File: src/rtl/invaes_round_ctrl_pkg.sv
// Shared types and constants for the inverse-AES round sequencer.
package invaes_pkg;

  localparam int NROUNDS = 10;

  typedef enum logic [2:0] {
    S_IDLE, S_LOAD, S_KEXP, S_INIT, S_ROUND, S_FINAL, S_DONE
  } ctrl_state_t;

  typedef enum logic [1:0] {
    KEY_HOLD = 2'b00,
    KEY_FWD  = 2'b01,
    KEY_INV  = 2'b10
  } key_op_t;

  typedef enum logic [1:0] {
    ST_HOLD = 2'b00,
    ST_ARK  = 2'b01,
    ST_FULL = 2'b10,
    ST_LAST = 2'b11
  } st_op_t;

  localparam logic [7:0] RCON [1:10] = '{
    8'h01, 8'h02, 8'h04, 8'h08, 8'h10, 8'h20, 8'h40, 8'h80, 8'h1b, 8'h36
  };

  // Round-constant lookup; indices outside 1..10 give 0.
  function automatic logic [7:0] rcon_lu(input logic [3:0] idx);
    logic [7:0] v;
    v = 8'h00;
    for (int i = 1; i <= 10; i++)
      if (idx == 4'(i)) v = RCON[i];
    return v;
  endfunction

endpackage

File: src/rtl/invaes_round_ctrl_sync2.sv
// Generic two-flop synchronizer, async active-high reset, flops clear to 0.
module sync2 #(
  parameter int W = 1
) (
  input  logic         i_clk,
  input  logic         i_rst,
  input  logic [W-1:0] i_d,
  output logic [W-1:0] o_q
);

  logic [W-1:0] r_s1;
  logic [W-1:0] r_s2;

  // Two-stage capture of the asynchronous input.
  always_ff @(posedge i_clk or posedge i_rst) begin
    if (i_rst) begin
      r_s1 <= '0;
      r_s2 <= '0;
    end else begin
      r_s1 <= i_d;
      r_s2 <= r_s1;
    end
  end

  assign o_q = r_s2;

endmodule

File: src/rtl/invaes_round_ctrl.sv
// Round sequencer for the AES-128 inverse cipher: waits for the SPI transfer
// to end (falling edge of load), expands the key forward to rk10, then walks
// the state back through the initial AddRoundKey, nine full rounds and the
// final round. All outputs are registered.
module invaes_round_ctrl #(
  parameter int NROUNDS = invaes_pkg::NROUNDS
) (
  input  logic       clk,
  input  logic       reset,
  input  logic       load,
  output logic       ld,
  output logic [1:0] key_op,
  output logic [7:0] rcon,
  output logic [1:0] st_op,
  output logic [3:0] round,
  output logic       done
);
  import invaes_pkg::*;

  localparam logic [3:0] LAST = 4'(NROUNDS);

  ctrl_state_t r_state;
  key_op_t     r_key_op;
  st_op_t      r_st_op;
  logic [3:0]  r_cnt;
  logic [7:0]  r_rcon;
  logic        r_ld;
  logic        r_done;
  logic        r_load_q;
  logic        w_load_s;
  logic        w_start;
  logic        w_busy;

  sync2 #(.W(1)) u_load_sync (
    .i_clk (clk),
    .i_rst (reset),
    .i_d   (load),
    .o_q   (w_load_s)
  );

  // Previous synchronized load sample, for falling-edge detection.
  always_ff @(posedge clk or posedge reset) begin
    if (reset) r_load_q <= 1'b0;
    else       r_load_q <= w_load_s;
  end

  assign w_start = r_load_q & ~w_load_s;
  assign w_busy  = (r_state inside {S_LOAD, S_KEXP, S_INIT, S_ROUND, S_FINAL});

  // Sequencer: state, shared up/down round counter and registered op outputs.
  always_ff @(posedge clk or posedge reset) begin
    if (reset) begin
      r_state  <= S_IDLE;
      r_cnt    <= 4'd0;
      r_ld     <= 1'b0;
      r_key_op <= KEY_HOLD;
      r_st_op  <= ST_HOLD;
      r_rcon   <= 8'h00;
      r_done   <= 1'b0;
    end else begin
      r_ld     <= 1'b0;
      r_key_op <= KEY_HOLD;
      r_st_op  <= ST_HOLD;
      r_rcon   <= 8'h00;
      if (w_busy && w_load_s) begin
        // A new transfer started under us: drop everything and wait for its end.
        r_state <= S_IDLE;
        r_cnt   <= 4'd0;
        r_done  <= 1'b0;
      end else begin
        case (r_state)
          S_IDLE: begin
            r_done <= 1'b0;
            if (w_start) begin
              r_state <= S_LOAD;
              r_cnt   <= 4'd0;
              r_ld    <= 1'b1;
            end
          end
          S_LOAD: begin
            r_state  <= S_KEXP;
            r_cnt    <= 4'd1;
            r_key_op <= KEY_FWD;
            r_rcon   <= rcon_lu(4'd1);
          end
          S_KEXP: begin
            if (r_cnt == LAST) begin
              // Key register now holds rk10; counter stays at 10 for INIT.
              r_state <= S_INIT;
              r_st_op <= ST_ARK;
            end else begin
              r_cnt    <= r_cnt + 4'd1;
              r_key_op <= KEY_FWD;
              r_rcon   <= rcon_lu(r_cnt + 4'd1);
            end
          end
          S_INIT: begin
            // Inverse step to round r needs the constant of round r+1.
            r_state  <= S_ROUND;
            r_cnt    <= LAST - 4'd1;
            r_key_op <= KEY_INV;
            r_st_op  <= ST_FULL;
            r_rcon   <= rcon_lu(LAST);
          end
          S_ROUND: begin
            r_key_op <= KEY_INV;
            r_rcon   <= rcon_lu(r_cnt);
            r_cnt    <= r_cnt - 4'd1;
            if (r_cnt == 4'd1) begin
              r_state <= S_FINAL;
              r_st_op <= ST_LAST;
            end else begin
              r_st_op <= ST_FULL;
            end
          end
          S_FINAL: begin
            r_state <= S_DONE;
            r_cnt   <= 4'd0;
            r_done  <= 1'b1;
          end
          S_DONE: begin
            if (w_load_s) begin
              r_state <= S_IDLE;
              r_done  <= 1'b0;
            end
          end
          default: begin
            r_state <= S_IDLE;
            r_cnt   <= 4'd0;
            r_done  <= 1'b0;
          end
        endcase
      end
    end
  end

  assign ld     = r_ld;
  assign key_op = r_key_op;
  assign rcon   = r_rcon;
  assign st_op  = r_st_op;
  assign round  = r_cnt;
  assign done   = r_done;

endmodule

File: config.mk
export PLATFORM = sky130hd
export DESIGN_NAME = invaes_round_ctrl
export DESIGN_NICKNAME = d
export VERILOG_FILES = /design/src/rtl/invaes_round_ctrl_pkg.sv /design/src/rtl/invaes_round_ctrl_sync2.sv /design/src/rtl/invaes_round_ctrl.sv
export SDC_FILE = /design/constraint.sdc
export NUM_CORES = 1
export LEC_CHECK = 0
export ABC_CLOCK_PERIOD_IN_PS = 4400
export CAP_MARGIN = 20
export CORE_MARGIN = 2
export CORE_UTILIZATION = 45
export CTS_BUF_LIST = sky130_fd_sc_hd__clkbuf_16
export DETAILED_ROUTE_END_ITERATION = 10
export GPL_TIMING_DRIVEN = 0
export PLACE_DENSITY_LB_ADDON = 0.15
export SLEW_MARGIN = 15
export SYNTH_ARGS = -nofsm -noshare
export SYNTH_HDL_FRONTEND = slang
export SYNTH_SLANG_ARGS = --single-unit
File: constraint.sdc
create_clock -name clk -period 4.4 [get_ports clk]
set_input_delay 0.66 -clock clk [delete_from_list [all_inputs] [get_ports clk]]
set_output_delay 0.66 -clock clk [all_outputs]
set_load 0.05 [all_outputs]
==> results of run 1 <==
## cell families after synthesis
kind of cell	Yosys count
adders and majority gates	6
buffers and inverters	27
xor gates and xnor gates	2
muxes	4
and+or+nand+nor	70
AOI/OAI and AO/OA	54
DFF	24
## layout by cell type, fill, tap and decap left out, types with 4 or more instances in the layout
| master | instances |
|---|---|
| dfrtp_1 | 24 |
| clkdlybuf4s50_1 | 20 |
| nor2b_1 | 4 |
| mux2i_1 | 4 |
| nor3_1 | 4 |
| nand3_1 | 4 |
| nor4_1 | 4 |
| a21oi_1 | 13 |
| inv_1 | 8 |
| clkbuf_1 | 12 |
| nand2b_1 | 6 |
| and3_1 | 5 |
| o31ai_1 | 5 |
| ha_1 | 6 |
| nand2_1 | 13 |
| o41ai_1 | 4 |
| nor2_1 | 7 |
| o21ai_0 | 8 |
## per-layer routing
metal | vias up | global-route usage, %
li1 | 741 | -
met1 | 741 | 27.28
met2 | 66 | 34.28
met3 | 9 | 4.340
met4 | 0 | 6.649
met5 | - | 0
## power groups by stage
stage / clock network (mW) / logic, mW / registers [mW]
floorplan: 0 / 0.131 / 0.273
global placement: 0 / 0.210 / 0.245
detailed placement: 0 / 0.213 / 0.245
CTS: 0.264 / 0.214 / 0.241
global route: 0.278 / 0.235 / 0.242
finish: 0.263 / 0.218 / 0.241
## sequential cells by signal (all words and copies together), names as in the netlist, 2 cells and up
signal	count
rcon	8
st_op	2
round	4
r_state	3
key_op	2
## worst max path at each step
stage	slack [ns]	endpoint	cells past startpoint
after floorplan	1.89	rcon[4]$_DFF_PP0_	8
after global placement	1.87	rcon[4]$_DFF_PP0_	8
after detailed placement	1.85	rcon[3]$_DFF_PP0_	8
after CTS	1.83	rcon[3]$_DFF_PP0_	8
after global routing	1.62	rcon[3]$_DFF_PP0_	8
final	1.72	rcon[3]$_DFF_PP0_	8
## layout make-up
class | count | area, µm²
multi-input cells | 136 | 943.4
well taps | 48 | 60.06
repair buffers | 20 | 200.2
inverters | 8 | 30.03
clock inverters | 1 | 30.03
flip-flops and latches | 24 | 600.6
clock buffers | 3 | 75.07
fillers | 328 | 1577
plain buffers | 19 | 90.09
==> metrics.txt, run 1 <==
status=finished, final reports clean; Post-layout nets=221; worst stage delay on the critical path=0.54 ns; Yosys cell types=53; clk slew on worst S/H paths=0.07 ns; H-tree Lvls=1; Hold Path Stages=0; Syn Std Cell Area=1664 µm²; hold endpoint=u_load_sync.o_q$_DFF_PP0_; Main synth FF type=dfrtp_1; CTS Buf Count=3; initial DRC count=126; XOR/XNOR Fraction of Synth Area=1.053%; Reg2Reg Setup Slack=1.72 ns; maximum VDD drop=0.2148 mV; worst hold path type=flip-flop to flip-flop; Sink Count=24; Layout area overhead=21.96%; Leak=0.8501 nW; diodes inserted=0; FMAX=373.3 MHz; RR Endpoint=rcon[3]$_DFF_PP0_; Final Core Density=56.28%; Max Cap Viol=0; max-slew violations=0; post-route insts no fill=259; largest net degree at the start of global routing=25; Placer Congestion=0.9343; arrival time worst endpoint=2.85 ns; layout cells sized above 1=5.687%; combinational share of power=30.2%; main area contributors after synthesis=dfrtp_1 36%, ha_1 4.5%, a21oi_1 3.9%; asr flop ratio synth=100.0%; Design Area, Final=2029 µm²; post-synthesis sequential area ratio=36.09%; Pint=0.4877 mW; Yosys reg bits=24; vias in the first global route=1,468; min Tclk post-route=2.679 ns; CTS tree=yes; Post-CTS Hold Fix Bufs=0; Adder-Cell Fraction of Synth Area=4.511%; GRT Total Usage=20.82%; largest family of logic cells by synthesized area=simple AND/OR/NAND/NOR gates; count leader, synth=dfrtp_1; mux contribution to synthesized area=2.406%; drt drc=0; final wirelength=4195 µm; M1 WL=1855 µm; simple-gate share of the synthesized area=25.19%; cts repair resizes=0; hold slack=0.3473 ns; grt ovf=0; hpwl dp=2959 µm; Placed Cells incl. Taps=255; initial core utilization=46.15%; post-CTS setup repair buffer count=0; Compound-Gate Fraction of Synth Area=23.53%; clk_lat worst skew=0.26 ns; first-pass GRT wire length=6851 µm; Post-synth top cells=24 x dfrtp_1, 13 x a21oi_1, 13 x nand2_1; Slew @ Worst Pin=0.8905 ns; number of flops mapped to enable cells by yosys=0; Sequential Power Share=33.4%; crit path capture type=flip-flop; Total Die Area=4200 µm²; Psw=0.2348 mW; CP top delay family=simple AND/OR/NAND/NOR gates; worst r2r src=round[0]$_DFFE_PP0P_; routed length on met3=275 µm; final setup vio count=0; Die Wd=64.81 µm; cell repeated most along the worst path=clkbuf_1; Synth area leader=dfrtp_1; clock share of power=36.4%; routed length per instance=16.20 µm; final worst slack=1.721 ns; Worst slew margin=40.57%; top sig layer=met4; Syn Area/Cell=8.899 µm²; Hold Path Origin=u_load_sync.r_s1$_DFF_PP0_; ANT nets after route=0; met2 WL post-DR=2012 µm; row cnt=22; Tcrit/Tclk final=60.88%; setup TNS=0 ns; Syn Nets=196; routed vias/inst=6.012; Die Ht=64.81 µm; Power Dens Cells=356.0 nW/µm²; worst-case reg-to-reg path depth=8; CP required=4.57 ns; vias post-DR=1,557; sw frac=32.50%; slowest cell on the critical path=nor4b_1; Warnings, synthesis=0; dpl ws=1.854 ns; Crit Path Max Fanout=10; core box area=3606 µm²; CTS root buf=clkbuf_16; power consumption=0.7225 mW; final hold vios=0; clk buf depth=2; Cell Chain, Critical Path=clkbuf_1 > inv_1 > ha_1 > clkbuf_1 > nor4b_1 > a32oi_1 > or4b_1 > o31ai_1; top-area cell type share of the netlist area=36.09%; IO Count=21; Worst Setup SP=round[0]$_DFFE_PP0P_; WP buf/inv=3; CP Class=flip-flop to flip-flop; cell count after synthesis=187; RSZ-0062 raised after global routing=false; Critical Path Source Type=flip-flop; Cell Area, Placed=1924 µm²; drt pass-1 iters=4; initial antenna violation count=0; input/output buffers=20; Setup Skew=0.004514 ns
No activity file was read; power rests on OpenSTA's default activity.
==> inputs of run 2 (changes only) <==
- ABC_CLOCK_PERIOD_IN_PS: 4400 -> 2700
- clock period: 4.4 -> 2.7 ns (I/O delays scaled with it)
==> run 2 against run 1 <==
Core utilization grew 0.24 points; via count rose by 0.96%; non-clock buffer count unchanged; clock skew down 0.00071 ns; clock power rose by 62%; global-route usage stayed put; worst setup slack worse by 1.4 ns; sequential power is 63% higher; combinational power increased by 63%; final cell count is the same; critical endpoint is now round[2]$_DFFE_PP0P_; largest power group unchanged.
==> metrics.txt, run 2 (same netlist as run 1, synthesis figures left out) <==
diodes inserted=0 (unchanged); Power Dens Cells=577.2 nW/µm² (was 356.0 nW/µm²); Crit Path Max Fanout=10 (unchanged); Die Ht=64.81 µm (unchanged); Final Core Density=56.52% (was 56.28%); Layout area overhead=22.48% (was 21.96%); Worst slew margin=40.56% (was 40.57%); min Tclk post-route=2.405 ns (was 2.679 ns); most common cell after layout, fill and taps aside=dfrtp_1 (unchanged); initial DRC count=118 (was 126); CTS Buf Count=3 (unchanged); clk slew on worst S/H paths=0.06 ns (was 0.07 ns); sw frac=32.35% (was 32.50%); Cell Area, Placed=1924 µm² (unchanged); final setup vio count=0 (unchanged); Critical Path Source Type=flip-flop (unchanged); maximum VDD drop=0.3483 mV (was 0.2148 mV); input/output buffers=20 (unchanged); Reg area=600.6 µm² (unchanged); first-pass GRT wire length=6851 µm (unchanged); final hold vios=0 (unchanged); max FFs per register=8 (unchanged); layout cells sized above 1=7.109% (was 5.687%); post-CTS setup repair buffer count=0 (unchanged); row cnt=22 (unchanged); Worst Setup SP=round[0]$_DFFE_PP0P_ (unchanged); combinational share of power=30.3% (was 30.2%); vias post-DR=1,572 (was 1,557); Hold Path Origin=u_load_sync.r_s1$_DFF_PP0_ (unchanged); routed length per instance=16.13 µm (was 16.20 µm); CP Class=flip-flop to flip-flop (unchanged); Post-layout nets=221 (unchanged); Sink Count=24 (unchanged); clk_lat worst skew=0.26 ns (about the same); drt drc=0 (unchanged); Max Cap Viol=0 (unchanged); Design Area, Final=2038 µm² (was 2029 µm²); post-route insts no fill=259 (unchanged); drt pass-1 iters=4 (unchanged); CTS tree=yes (unchanged); Die Wd=64.81 µm (unchanged); initial antenna violation count=0 (unchanged); vias in the first global route=1,468 (unchanged); IO Count=21 (unchanged); clk buf depth=2 (unchanged); worst r2r src=round[0]$_DFFE_PP0P_ (unchanged); crit path capture type=flip-flop (unchanged); H-tree Lvls=1 (unchanged); Fill cells=323 (was 328); met2 WL post-DR=1996 µm (was 2012 µm); Pint=0.7959 mW (was 0.4877 mW); Leak=0.8591 nW (was 0.8501 nW); final wirelength=4177 µm (was 4195 µm); clock share of power=36.3% (was 36.4%); power consumption=1.176 mW (was 0.7225 mW); hold slack=0.3473 ns (about the same); commonest non-fill, non-tap cells in the layout=24 x dfrtp_1, 20 x clkdlybuf4s50_1, 13 x a21oi_1, 13 x nand2_1, 10 x clkbuf_1 (was 24 x dfrtp_1, 20 x clkdlybuf4s50_1, 13 x a21oi_1, 13 x nand2_1, 12 x clkbuf_1); core box area=3606 µm² (unchanged); top sig layer=met4 (unchanged); setup TNS=0 ns (unchanged); hpwl dp=2959 µm (unchanged); routed length on met3=308 µm (was 275 µm); Sequential Power Share=33.4% (about the same); max-slew violations=0 (unchanged); worst hold path type=flip-flop to flip-flop (unchanged); grt ovf=0 (unchanged); M1 WL=1801 µm (was 1855 µm); FMAX=415.8 MHz (was 373.3 MHz); dpl ws=0.1543 ns (was 1.854 ns); Multi-input gate area=949.7 µm² (was 943.4 µm²); ANT nets after route=0 (unchanged); largest net degree at the start of global routing=25 (unchanged); initial core utilization=46.15% (unchanged); Psw=0.3806 mW (was 0.2348 mW); RSZ-0062 raised after global routing=false (unchanged); Placer Congestion=0.9343 (unchanged); CTS root buf=clkbuf_16 (unchanged); routed vias/inst=6.069 (was 6.012); GRT Total Usage=20.82% (unchanged); Placed Cells incl. Taps=255 (unchanged); Setup Skew=0.003806 ns (was 0.004514 ns); arrival time worst endpoint=2.55 ns (was 2.85 ns); Tcrit/Tclk final=89.07% (was 60.88%); CP required=2.84 ns (was 4.57 ns); Total Die Area=4200 µm² (unchanged); final worst slack=0.2950 ns (was 1.721 ns); Post-CTS Hold Fix Bufs=0 (unchanged); Slew @ Worst Pin=0.8906 ns (was 0.8905 ns); status=finished, final reports clean (unchanged)
==> run 2: cell count changes in the layout (fill, tap and decap cells not counted) <==
cell	before	now
nor4b_2	0	1
nor4b_1	1	0
clkbuf_1	12	10
clkbuf_2	0	2
==> run 2: repair_timing <==
item	CTS	global route
endpoints found under the setup margin	0	3
hold endpoints to repair	0	0
gates resized for setup	0	5
==> run 2: area by class of cell <==
type                            count  share of cell area (%)
Multi-Input combinational cell    136                   46.59
Sequential cell                    24                   29.47
Timing Repair Buffer               20                   9.822
Buffer                             19                   4.543
Clock buffer                        3                   3.683
Tap cell                           48                   2.947
Clock inverter                      1                   1.473
Inverter                            8                   1.473
==> run 2: final timing paths <==
path,depth (start not counted),slack (ns),to
setup / recovery,8,0.30,round[2]$_DFFE_PP0P_
hold / removal,0,0.35,u_load_sync.o_q$_DFF_PP0_
setup reg to reg,8,0.30,round[2]$_DFFE_PP0P_
hold reg to reg,0,0.35,u_load_sync.o_q$_DFF_PP0_
max in group asynchronous,2,1.52,done$_DFFE_PP0P_
min in group asynchronous,2,0.64,rcon[1]$_DFF_PP0_
==> run 2: layer usage <==
layer	GRT usage (%)	vias up
met3	4.340	13
met4	6.649	0
li1	-	740
met5	0	-
met2	34.28	72
met1	27.28	747
==> run 2: critical path, cell delays in order (launching register included) <==
cell and delay, ns:
dfrtp_1 0.43, clkbuf_2 0.20, inv_1 0.18, ha_1 0.17, clkbuf_1 0.29, nand4bb_1 0.21, a2111oi_4 0.55, or4_1 0.19
a21oi_1 0.06
==> run 2: power groups by stage <==
| stage | registers (mW) | logic [mW] | clock network [mW] |
|---|---|---|---|
| after floorplan | 0.445 | 0.213 | 0 |
| after CTS | 0.393 | 0.350 | 0.430 |
| after detailed placement | 0.400 | 0.348 | 0 |
| final | 0.393 | 0.356 | 0.427 |
| after global placement | 0.399 | 0.343 | 0 |
| after global routing | 0.395 | 0.384 | 0.452 |
==> inputs of run 3 (changes only) <==
- CTS_BUF_LIST: sky130_fd_sc_hd__clkbuf_16 -> sky130_fd_sc_hd__clkbuf_4
==> run 3 against run 2 <==
Wire length is 2.3% lower; clock-buffer cell count unchanged; clock power is 38% lower; worst setup slack got worse by 0.026 ns; cell area fell by 2.6%; die area unchanged; largest cell class unchanged; highest routed layer unchanged.
==> metrics.txt, run 3 (same netlist as run 1, synthesis figures left out) <==
maximum VDD drop=0.2539 mV (was 0.3483 mV); IO Count=21 (unchanged); grt ovf=0 (unchanged); final setup vio count=0 (unchanged); max FFs per register=8 (unchanged); Total Die Area=4200 µm² (unchanged); CTS Buf Count=3 (unchanged); CP Class=flip-flop to flip-flop (unchanged); Post-CTS Hold Fix Bufs=0 (unchanged); GRT Total Usage=21.00% (was 20.82%); status=finished, final reports clean (unchanged); Placed Cells incl. Taps=255 (unchanged); Worst slew margin=40.69% (was 40.56%); RSZ-0062 raised after global routing=false (unchanged); CTS tree=yes (unchanged); min Tclk post-route=2.431 ns (was 2.405 ns); power consumption=1.010 mW (was 1.176 mW); clk_lat worst skew=0.32 ns (was 0.26 ns); slowest cell on the critical path=a2111oi_4 (unchanged); final wirelength=4081 µm (was 4177 µm); Crit Path Max Fanout=10 (unchanged); Cell Chain, Critical Path=clkbuf_2 > inv_1 > ha_1 > clkbuf_1 > nand4bb_1 > a2111oi_4 > or4_1 > a21oi_1 (unchanged); Sink Count=24 (unchanged); H-tree Lvls=1 (unchanged); hpwl dp=2959 µm (unchanged); core box area=3606 µm² (unchanged); initial DRC count=143 (was 118); commonest non-fill, non-tap cells in the layout=24 x dfrtp_1, 20 x clkdlybuf4s50_1, 13 x a21oi_1, 13 x nand2_1, 10 x clkbuf_1 (unchanged); worst stage delay on the critical path=0.55 ns (about the same); Max Cap Viol=0 (unchanged); clk buf depth=2 (unchanged); post-route insts no fill=259 (unchanged); Post-layout nets=221 (unchanged); arrival time worst endpoint=2.65 ns (was 2.55 ns); most common cell after layout, fill and taps aside=dfrtp_1 (unchanged); Reg area=600.6 µm² (unchanged); Cell Area, Placed=1924 µm² (unchanged); ANT nets after route=0 (unchanged); layout cells sized above 1=7.109% (unchanged); CTS root buf=clkbuf_4 (was clkbuf_16); Layout area overhead=19.32% (was 22.48%); Multi-input gate area=949.7 µm² (unchanged); Design Area, Final=1986 µm² (was 2038 µm²); vias in the first global route=1,435 (was 1,468); worst hold path type=flip-flop to flip-flop (unchanged); input/output buffers=20 (unchanged); Tcrit/Tclk final=90.05% (was 89.07%); diodes inserted=0 (unchanged); routed vias/inst=6.000 (was 6.069); drt drc=0 (unchanged); largest net degree at the start of global routing=25 (unchanged); Power Dens Cells=508.8 nW/µm² (was 577.2 nW/µm²); setup TNS=0 ns (unchanged); Critical Path Source Type=flip-flop (unchanged); drt pass-1 iters=4 (unchanged); first-pass GRT wire length=6886 µm (was 6851 µm); post-CTS setup repair buffer count=0 (unchanged); Setup Skew=0.007691 ns (was 0.003806 ns); crit path capture type=flip-flop (unchanged); Die Ht=64.81 µm (unchanged); FMAX=411.3 MHz (was 415.8 MHz); Slew @ Worst Pin=0.8886 ns (was 0.8906 ns); Die Wd=64.81 µm (unchanged); CP top delay family=buffers and inverters (unchanged); row cnt=22 (unchanged); initial antenna violation count=0 (unchanged); Placer Congestion=0.9343 (unchanged); CP required=2.92 ns (was 2.84 ns); cts repair resizes=0 (unchanged); Fill cells=334 (was 323); final hold vios=0 (unchanged); clk slew on worst S/H paths=0.14 ns (was 0.06 ns); Leak=0.8360 nW (was 0.8591 nW); initial core utilization=46.15% (unchanged); max-slew violations=0 (unchanged); vias post-DR=1,554 (was 1,572); WP buf/inv=3 (unchanged); routed length per instance=15.76 µm (was 16.13 µm)
[run 3: cell counts in the layout (fill, tap and decap cells not counted)]
No cell type changed its count.
[run 3: final cells by class]
| cell class | instances | share of cell area (%) |
|---|---|---|
| tap | 48 | 3.025 |
| clock inverter | 1 | 1.512 |
| timing repair buffer | 20 | 10.08 |
| inverter | 8 | 1.512 |
| buffer | 19 | 4.663 |
| clock buffer | 3 | 1.134 |
| sequential | 24 | 30.25 |
| multi-input combinational | 136 | 47.83 |
[run 3: metal layers]
layer	part of all wire [%]	global-route usage, %	wire [µm]
met5	0	0	0
met4	0.81	6.383	33
met3	6.6	4.340	269
met1	44	28.60	1791
met2	49	33.51	1986
[run 3: report_power, final]
part,switching (mW),internal [mW]
combinational,0.233,0.122
sequential,0.0139,0.379
clock,0.113,0.150
total,0.360,0.651
[run 3: per-stage QoR]
step	worst slack, ns	util [%]	hold WS [ns]
floorplan	0.1927	-	0.3312
global placement	0.1682	53.37	0.3332
detailed placement	0.1543	53.37	0.3356
CTS	0.1088	54.82	0.3675
global route	0.09440	55.07	0.3765
finish	0.2685	55.07	0.3640
[run 3: path summary, 6_finish.rpt]
| path | from | endpoint | slack [ns] | cells past startpoint |
|---|---|---|---|---|
| max reg2reg | round[0]$_DFFE_PP0P_ | round[2]$_DFFE_PP0P_ | 0.27 | 8 |
| min reg2reg | u_load_sync.r_s1$_DFF_PP0_ | u_load_sync.o_q$_DFF_PP0_ | 0.36 | 0 |
| max in group asynchronous | reset | done$_DFFE_PP0P_ | 1.60 | 2 |
| min | u_load_sync.r_s1$_DFF_PP0_ | u_load_sync.o_q$_DFF_PP0_ | 0.36 | 0 |
| max | round[0]$_DFFE_PP0P_ | round[2]$_DFFE_PP0P_ | 0.27 | 8 |
| min in group asynchronous | reset | rcon[1]$_DFF_PP0_ | 0.56 | 2 |
